## config.mk

```make
export PLATFORM = sky130hd
export DESIGN_NAME = breakpoint_unit
export DESIGN_NICKNAME = d
export VERILOG_FILES = /design/src/rtl/breakpoint_unit_pkg.sv /design/src/rtl/bp_comparator.sv /design/src/rtl/breakpoint_unit.sv
export SDC_FILE = /design/constraint.sdc
export NUM_CORES = 1
export LEC_CHECK = 0
export ABC_AREA = 1
export BUFFER_PORTS_ARGS = -buffer_cell sky130_fd_sc_hd__buf_2
export CAP_MARGIN = 20
export CORE_MARGIN = 2
export CORE_UTILIZATION = 40
export DETAILED_ROUTE_END_ITERATION = 12
export SETUP_SLACK_MARGIN = 0.5
export SLEW_MARGIN = 15
export SYNTH_ARGS = -nofsm -noshare
export SYNTH_HDL_FRONTEND = slang
export SYNTH_SLANG_ARGS = --single-unit
```

## constraint.sdc

```tcl
create_clock -name sysclk -period 12.6 [get_ports sysclk]
set_input_delay 0.63 -clock sysclk [delete_from_list [all_inputs] [get_ports sysclk]]
set_output_delay 0.63 -clock sysclk [all_outputs]
set_load 0.02 [all_outputs]
```

## src/rtl/breakpoint_unit_pkg.sv

```systemverilog
// Shared definitions for the breakpoint unit: configuration register
// selects, controller states and the hit-source encoding for the
// non-comparator causes.
package breakpoint_unit_pkg;

  typedef enum logic [1:0] {
    CFG_ADDR = 2'd0,
    CFG_MASK = 2'd1,
    CFG_CTRL = 2'd2,
    CFG_RSVD = 2'd3
  } cfg_field_e;

  typedef enum logic [1:0] {
    ST_IDLE  = 2'd0,
    ST_ARMED = 2'd1,
    ST_HIT   = 2'd2
  } bp_state_e;

  // Enable bit position inside the ctrl register.
  localparam int unsigned CTRL_EN_BIT = 15;

  // Step and program-break causes follow directly after the comparators.
  localparam int unsigned SRC_STEP_OFS = 0;
  localparam int unsigned SRC_PROG_OFS = 1;

  function automatic int unsigned src_step(input int unsigned num_bp);
    return num_bp + SRC_STEP_OFS;
  endfunction

  function automatic int unsigned src_prog(input int unsigned num_bp);
    return num_bp + SRC_PROG_OFS;
  endfunction

endpackage

```

## src/rtl/bp_comparator.sv

```systemverilog
// One address comparator: addr/mask/ctrl registers, a non-wrapping pass
// counter and a match output that fires only once the counter is zero.
module bp_comparator
  import breakpoint_unit_pkg::*;
#(
  parameter int unsigned AW = 16,
  parameter int unsigned CW = 8
) (
  input  logic          sysclk,
  input  logic          sysreset,
  input  logic          we,
  input  logic [1:0]    field,
  input  logic [15:0]   wdata,
  input  logic [AW-1:0] code_addr,
  input  logic          new_addr,
  output logic          hit
);

  logic [AW-1:0] addr_q;
  logic [AW-1:0] mask_q;
  logic          en_q;
  logic [CW-1:0] pcnt_q;
  logic [AW-1:0] wdata_aw;
  logic          addr_match;
  logic          cnt_zero;

  assign wdata_aw   = AW'(wdata);
  assign addr_match = en_q && (((code_addr ^ addr_q) & ~mask_q) == '0);
  assign cnt_zero   = (pcnt_q == '0);
  assign hit        = addr_match && new_addr && cnt_zero;

  // Register writes take precedence; otherwise count down matching passes.
  always_ff @(posedge sysclk or posedge sysreset) begin
    if (sysreset) begin
      addr_q <= '0;
      mask_q <= '0;
      en_q   <= 1'b0;
      pcnt_q <= '0;
    end else if (we) begin
      case (cfg_field_e'(field))
        CFG_ADDR: addr_q <= wdata_aw;
        CFG_MASK: mask_q <= wdata_aw;
        CFG_CTRL: begin
          en_q   <= wdata[CTRL_EN_BIT];
          pcnt_q <= wdata[CW-1:0];
        end
        default: ;
      endcase
    end else if (addr_match && new_addr && !cnt_zero) begin
      pcnt_q <= pcnt_q - CW'(1);
    end
  end

endmodule

```

## src/rtl/breakpoint_unit.sv

```systemverilog
// Breakpoint controller: NUM_BP address comparators plus single-step and
// program-break causes feed an IDLE/ARMED/HIT machine that stalls the target.
module breakpoint_unit
  import breakpoint_unit_pkg::*;
#(
  parameter int unsigned NUM_BP = 4,
  parameter int unsigned AW     = 16,
  parameter int unsigned CW     = 8,
  localparam int unsigned SW    = (NUM_BP > 1) ? $clog2(NUM_BP) : 1,
  localparam int unsigned HW    = $clog2(NUM_BP + 2)
) (
  input  logic          sysclk,
  input  logic          sysreset,
  input  logic [AW-1:0] tg_code_addr,
  input  logic          tg_enable_exec,
  input  logic          program_break,
  input  logic          step,
  input  logic          cfg_we,
  input  logic [SW-1:0] cfg_sel,
  input  logic [1:0]    cfg_field,
  input  logic [15:0]   cfg_data,
  input  logic          clear_hit,
  output logic          bp_hit,
  output logic          bp_pending,
  output logic [HW-1:0] hit_src,
  output logic [AW-1:0] hit_addr
);

  bp_state_e         state_q, state_d;
  logic [AW-1:0]     prev_addr_q;
  logic              first_q;
  logic [HW-1:0]     hit_src_q;
  logic [AW-1:0]     hit_addr_q;
  logic [NUM_BP-1:0] cmp_hit;
  logic              abort;
  logic              new_addr;
  logic              cnt_evt;
  logic              cmp_any;
  logic              any_cause;
  logic [HW-1:0]     src_d;
  logic              latch;

  assign abort    = clear_hit || cfg_we;
  assign new_addr = first_q || (tg_code_addr != prev_addr_q);
  // A clear/config cycle is not counted; the following cycle is treated as a
  // fresh address instead, so a held address never decrements twice.
  assign cnt_evt  = new_addr && !abort;

  for (genvar i = 0; i < NUM_BP; i++) begin : g_bp
    bp_comparator #(
      .AW(AW),
      .CW(CW)
    ) u_cmp (
      .sysclk   (sysclk),
      .sysreset (sysreset),
      .we       (cfg_we && (cfg_sel == SW'(i))),
      .field    (cfg_field),
      .wdata    (cfg_data),
      .code_addr(tg_code_addr),
      .new_addr (cnt_evt),
      .hit      (cmp_hit[i])
    );
  end

  // Cause priority: program break, then step, then lowest comparator index.
  always_comb begin
    src_d   = '0;
    cmp_any = 1'b0;
    for (int unsigned i = 0; i < NUM_BP; i++) begin
      if (cmp_hit[i] && !cmp_any) begin
        src_d   = HW'(i);
        cmp_any = 1'b1;
      end
    end
    if (step)          src_d = HW'(src_step(NUM_BP));
    if (program_break) src_d = HW'(src_prog(NUM_BP));
    any_cause = cmp_any || step || program_break;
  end

  // Next-state logic; a match is only latched from IDLE and loses to abort.
  always_comb begin
    state_d = state_q;
    latch   = 1'b0;
    case (state_q)
      ST_IDLE: begin
        if (!abort && any_cause) begin
          latch   = 1'b1;
          state_d = tg_enable_exec ? ST_HIT : ST_ARMED;
        end
      end
      ST_ARMED: begin
        if (abort)               state_d = ST_IDLE;
        else if (tg_enable_exec) state_d = ST_HIT;
      end
      ST_HIT: begin
        if (abort) state_d = ST_IDLE;
      end
      default: state_d = ST_IDLE;
    endcase
  end

  // State, captured cause/address and new-address tracking registers.
  always_ff @(posedge sysclk or posedge sysreset) begin
    if (sysreset) begin
      state_q     <= ST_IDLE;
      hit_src_q   <= '0;
      hit_addr_q  <= '0;
      prev_addr_q <= '0;
      first_q     <= 1'b1;
    end else begin
      state_q     <= state_d;
      prev_addr_q <= tg_code_addr;
      first_q     <= abort;
      if (latch) begin
        hit_src_q  <= src_d;
        hit_addr_q <= tg_code_addr;
      end
    end
  end

  assign bp_hit     = (state_q == ST_HIT);
  assign bp_pending = (state_q == ST_ARMED);
  assign hit_src    = hit_src_q;
  assign hit_addr   = hit_addr_q;

endmodule

```

Word-level counts from Yosys, hierarchy flattened. Cells that the tools add are included.

$add $sub $neg: 4. Equality and inequality tests: 15. Muxes and demuxes: 26. Bitwise logic cells: 12. Reduce and logical (&&, ||, !) cells: 69.

Operators with widths (count): $mux 8 (9); $and 16x16->16 (4); $logic_not 16->1 (4); $not 16->16 (4); $xor 16x16->16 (4); $logic_not 8->1 (4); $reduce_and 2->1 (16); $sub 8x1->8 const B (4); $logic_and 1x1->1 (25); $ne 16x16->1 (1); $mux 3 (4); $mux 2 (5); $ne 2x2->1 const B (5); $eq 2x2->1 const B (4); $logic_not 1->1 (8); $reduce_bool 2->1 (4); $mux 1 (7); $eq 2x1->1 const B (3); $logic_not 2->1 (3); $pmux 2 s3 (1); $logic_or 1x1->1 (4); $ne 3x2->1 const B (1); $reduce_and 3->1 (1); $ne 2x1->1 const B (1).

Bits in registers: 202. Input port bits: 43. Output and inout bits: 21. Word-level logic and storage cells: 147.

Depth between registers and ports, before layout.
Depth in word-level cells: 21. Depth in mapped cells: 18. Mapped depth without buffers: 17.

Cells and area by module. From an unflattened synthesis, not the netlist that was laid out.

Cells, all modules: 1430. Area total of the unflattened synthesis: 10657.7 um2.

By module, submodules not included: bp_comparator (g_bp[2].u_cmp ...) (times used 2, cells each 309, area each 2258.4 um2, sequential area each 1026.0 um2); bp_comparator (g_bp[0].u_cmp ...) (times used 2, cells each 302, area each 2208.4 um2, sequential area each 1026.0 um2); breakpoint_unit (times used 1, cells each 208, area each 1724.2 um2, sequential area each 952.2 um2).

Worst setup path before layout. No wires, ideal clock.

Path kind: input-to-reg. Start point: input port tg_code_addr[9]. End point: register hit_addr_q[0], in the netlist hit_addr[0]. Library setup time: 120 ps. Arrival: 2012 ps. Required time: 12480 ps. Setup slack: 10468 ps. Cell stages on the path: 15. Buffers on the path: 2. Cell sequence: buf_6 -> or2_1 -> nand2_1 -> nand2_1 -> nor2_1 -> nand2_1 -> nor2_2 -> nand4_1 -> nand2_1 -> nor2_1 -> nand2_2 -> nand3_4 -> buf_6 -> nand2_1 -> o21ai_2.

Longest elaborated chain between the ends: 21. Elaborated cells on any way between the ends: 42. Classes of those cells: eq/ne (1); mux (6); bitwise (8); reduce/logical (27).

Ends and longest elaborated chain: start: declaration (RTL line breakpoint_unit.sv:14) `input logic [AW-1:0] tg_code_addr,`; $xor 16x16->16 (RTL line bp_comparator.sv:28) `assign addr_match = en_q && (((code_addr ^ addr_q) & ~mask_q) == '0);`; $and 16x16->16 (RTL line bp_comparator.sv:28); $logic_not 16->1 (RTL line bp_comparator.sv:28); $logic_and 1x1->1 (RTL line bp_comparator.sv:28); $logic_and 1x1->1 (2 in series) (RTL line bp_comparator.sv:30) `assign hit = addr_match && new_addr && cnt_zero;`; $mux 1 (RTL line breakpoint_unit.sv:70) `if (cmp_hit[i] && !cmp_any) begin`; $logic_not 1->1 (RTL line breakpoint_unit.sv:70); $logic_and 1x1->1 (RTL line breakpoint_unit.sv:70); [... 3 more ...]; $mux 1 (RTL line breakpoint_unit.sv:70); $logic_not 1->1 (RTL line breakpoint_unit.sv:70); $logic_and 1x1->1 (RTL line breakpoint_unit.sv:70); $mux 1 (*) (RTL line breakpoint_unit.sv:70); $logic_or 1x1->1 (*) (2 in series) (RTL line breakpoint_unit.sv:77) `any_cause = cmp_any || step || program_break;`; $logic_and 1x1->1 (*) (RTL line breakpoint_unit.sv:86) `if (!abort && any_cause) begin`; $mux 1 (*) (RTL line breakpoint_unit.sv:86); $mux 1 (*) (RTL line breakpoint_unit.sv:84) `case (state_q)`; end signal: assignment (RTL line breakpoint_unit.sv:116) `hit_addr_q <= tg_code_addr;`; end: declaration (RTL line breakpoint_unit.sv:33) `logic [AW-1:0] hit_addr_q;`.

Mark *: on every way between the ends. The rest lies on a longest branch, timed or not. A chain may end at the register's enable or synchronous reset.

Final worst setup path.
Start point: register g_bp[0].u_cmp.pcnt_q[0]. End point: register hit_addr_q[12], in the netlist hit_addr[12].

Longest elaborated chain between the ends: 17.

Ends and longest elaborated chain: start: declaration (RTL line bp_comparator.sv:22) `logic [CW-1:0] pcnt_q;`; start signal: assignment (RTL line bp_comparator.sv:45) `pcnt_q <= wdata[CW-1:0];`; start signal: assignment (RTL line bp_comparator.sv:50) `pcnt_q <= pcnt_q - CW'(1);`; $logic_not 8->1 (*) (RTL line bp_comparator.sv:29) `assign cnt_zero = (pcnt_q == '0);`; $logic_and 1x1->1 (*) (RTL line bp_comparator.sv:30); $mux 1 (*) (RTL line breakpoint_unit.sv:70); $logic_not 1->1 (RTL line breakpoint_unit.sv:70); $logic_and 1x1->1 (RTL line breakpoint_unit.sv:70); $mux 1 (*) (RTL line breakpoint_unit.sv:70); $logic_not 1->1 (RTL line breakpoint_unit.sv:70); $logic_and 1x1->1 (RTL line breakpoint_unit.sv:70); $mux 1 (*) (RTL line breakpoint_unit.sv:70); $logic_not 1->1 (RTL line breakpoint_unit.sv:70); $logic_and 1x1->1 (RTL line breakpoint_unit.sv:70); $mux 1 (*) (RTL line breakpoint_unit.sv:70); $logic_or 1x1->1 (*) (2 in series) (RTL line breakpoint_unit.sv:77); $logic_and 1x1->1 (*) (RTL line breakpoint_unit.sv:86); $mux 1 (*) (RTL line breakpoint_unit.sv:86); $mux 1 (*) (RTL line breakpoint_unit.sv:84).

Marked as above.

==> impl_metrics.toml <==
[detailed_routing]
routed_wl_mm = 27.5
firstDrtPassIters = 7
via_per_inst = 5.01
drt_iter0_drc = 752
post_drt_wl_per_cell_um = 16.4
vias = 8385
route.detailed.drc = 0
detail-route-antenna-nets = 0

[placed_design]
placed_area_um2 = 10500
gp_congestion = 0.875
dp_cells = 1632
dp_hpwl_mm = 19.3
dp_slack_ns = 9.57
port_buffers = 63

[cts]
hold_buffers = 0
clock_path_buffers = 3
clock_latency_ns = 0.52
cts_resized = 0
numCtsBuffers = 23
cts_tree = "built"
htree_levels = 1
clk_pin_slew_ns = 0.06
cts-root-buf = "clkbuf_16"
post_cts_buffers = 0
cts_sinks = 202

[synthesis]
ys_seq_area_share_pct = 50.8
synth_area_um2 = 9960
async_flop_share_pct = 100
synth_fp_nets = 1336
ys_warn_count = 0
synth_ff_type = "dfrtp_1"
synth_edf_count = 0
postSynthCellCount = 1288
yosysUniqueCellTypes = 43
syn_area_per_cell_um2 = 7.73
ys_ff_latch = 202

[critical_path]
criticalPathCategory = "flip-flop to flip-flop"
r2r_setup_slack_ns = 9.80
cp.required_ns = 13.05
slowest_delay_ns = 0.42
path_max_fanout = 37
path_cells = "inv_1 -> ha_1 -> inv_1 -> nor2_1 -> nand2_1 -> nor2_1 -> inv_1 -> nor3_1 -> nand4_1 -> inv_1 -> nor2_1 -> nand2_2 -> nand3_4 -> inv_1 -> nand2_1 -> nand2_1"
crit_path_end = "hit_addr[12]$_DFFE_PP0P_"
startpoint = "g_bp[0].u_cmp.pcnt_q[0]$_DFFE_PP0P_"
cp.arrival_ns = 3.25
cpMaxStageDelayCell = "nand3_4"
startpoint_type = "flip-flop"
r2r_cells = 16
crit_path_frequent_cell = "inv_1"
worstSetupEndpointType = "flip-flop"
r2r_start = "g_bp[0].u_cmp.pcnt_q[0]$_DFFE_PP0P_"
worstReg2RegEnd = "hit_addr[12]$_DFFE_PP0P_"

[timing]
grt_setup_unrepaired = "false"
setup_viol = 0
relSlewSlack_pct = 33.0
setup_tns_ns = 0
worst_slew_pin_slew_ns = 1.01
finalCritPeriodShare_pct = 22.2
layout_setup_ws_ns = 9.80
fin_hold_ws_ns = 0.282
fmax_mhz = 357
finClkSkew_ns = 0.0117
post-route-min-period_ns = 2.80
finalMaxSlewViolations = 0
hold_viol_final = 0

[final_layout]
drive_gt1_share_pct = 10.6
insertedDiodeCount = 0
finalNetCount = 1384
finalNonFillerCells = 1674
design_area_um2 = 11200
area_growth_pct = 12.8
final_util_pct = 46.1

[floorplan]
ios = 64
dieHeight_um = 162
dieArea_um2 = 26200
die_w_um = 162
core-area_um2 = 24400
fp-row-count = 57
start_util_pct = 40.8

[power_and_ir_drop]
switchingPower_uw = 618
swShare_pct = 32.3
p_leak_nw = 5.58
total_power_mw = 1.91
internal-power_mw = 1.30
seq_power_share_pct = 45.5
p_clk_share_pct = 33.1
peakVddDrop_v = 0.0000885
powerDensity_nw_per_um2 = 170
combPwrFrac_pct = 21.3

[global_route]
grt_max_degree = 139
grtUsageTotal_pct = 21.5
grt_pass1_vias = 7780
grt_pass1_wl_mm = 44.1
antenna_found_initial = 0
overflow = 0

[min_path]
min_path_type = "input port to async pin"

[status]
status = "finished, final reports clean"

[flow_run]
cap_violations = 0
[per-layer routing]
metal	up-vias	global-route usage [%]	part of all wire (%)
met5	-	0	0
met1	3920	32.4	49
li1	4182	-	-
met3	45	3.12	6.1
met4	0	5.91	2.3
met2	238	32.2	43
[power groups by stage]
| stage | registers [mW] | clock network (mW) | logic [mW] |
|---|---|---|---|
| after floorplan | 0.873 | 0 | 0.285 |
| after global placement | 0.878 | 0 | 0.399 |
| after detailed placement | 0.879 | 0 | 0.408 |
| after CTS | 0.869 | 0.647 | 0.410 |
| after global routing | 0.887 | 0.674 | 0.475 |
| final | 0.871 | 0.634 | 0.408 |
[synth_stat cells, types with 2 or more instances]
cell / count / area, µm²
buf_2: 7 / 35.0
o211ai_1: 4 / 30.0
buf_6: 6 / 67.6
xor2_1: 3 / 26.3
inv_1: 142 / 533
nor2_2: 3 / 18.8
clkbuf_1: 29 / 109
o21ai_1: 5 / 25.0
nand4_1: 9 / 56.3
nand3_1: 42 / 210
ha_1: 5 / 62.6
o21ai_0: 200 / 1000
dfrtp_1: 201 / 5030
a21oi_1: 21 / 105
nand2_2: 2 / 12.5
nor4_1: 2 / 12.5
clkinv_1: 4 / 15.0
inv_2: 9 / 33.8
buf_4: 6 / 45.0
nor2_1: 110 / 413
o21ai_2: 16 / 140
nand3b_1: 22 / 165
or2_1: 3 / 18.8
buf_1: 2 / 7.51
xnor2_1: 8 / 70.1
nand2_1: 404 / 1520
nor3_1: 6 / 30.0
o221ai_1: 2 / 17.5
[area by class of cell]
class / instances / area, µm²
fillers: 2469 / 13200
flip-flops and latches: 202 / 5060
multi-input cells: 881 / 4060
clock buffers: 32 / 659
inverters: 155 / 589
repair buffers: 73 / 420
well taps: 324 / 405
clock inverters: 7 / 45.0
[registers in the layout, indices dropped and copies added, names as in the netlist]
name	cells
g_bp.u_cmp.addr_q	64
g_bp.u_cmp.mask_q	64
g_bp.u_cmp.pcnt_q	32
hit_addr	16
prev_addr_q	16
g_bp.u_cmp.en_q	4
hit_src	3
state_q	2
first_q	1
[worst max-delay path, delay by kind of cell (launching register included)]
family / cells / cell delay, ns
fa+ha+maj: 1 / 0.19
buf+inv: 5 / 0.58
flops: 1 / 0.36
simple gates: 10 / 1.60
[cells by family after synthesis]
kind of cell               share of synthesized area, %
AOI/OAI and AO/OA                                  14.0
xor gates and xnor gates                          0.967
adders and majority gates                         0.628
buffers and inverters                              8.49
DFF                                                50.8
and+or+nand+nor                                    25.2
[worst min path at each step]
| stage | to |
|---|---|
| 6_report | g_bp[2].u_cmp.addr_q[9]$_DFFE_PP0P_ |
| 5_1_grt | prev_addr_q[0]$_DFF_PP0_ |
| 4_1_cts | prev_addr_q[0]$_DFF_PP0_ |
| 3_5_place_dp | g_bp[0].u_cmp.mask_q[4]$_DFFE_PP0P_ |
| 3_3_place_gp | g_bp[3].u_cmp.mask_q[15]$_DFFE_PP0P_ |
| 2_1_floorplan | g_bp[0].u_cmp.mask_q[0]$_DFFE_PP0P_ |
[cells in the final DEF (no fill, tap or decap), types with 5 or more instances in the layout]
cell type	synthesis	layout
a21oi_1	21	21
buf_2	7	63
buf_4	6	6
clkbuf_16	0	23
clkbuf_8	0	5
clkinv_2	0	5
dfrtp_1	201	201
ha_1	5	5
inv_1	142	141
inv_2	9	9
nand2_1	404	404
nand3_1	42	42
nand3b_1	22	22
nand4_1	9	9
nor2_1	110	110
nor3_1	6	6
o21ai_0	200	200
o21ai_1	5	5
o21ai_2	16	16
xnor2_1	8	8
No activity file was read; power rests on OpenSTA's default activity.
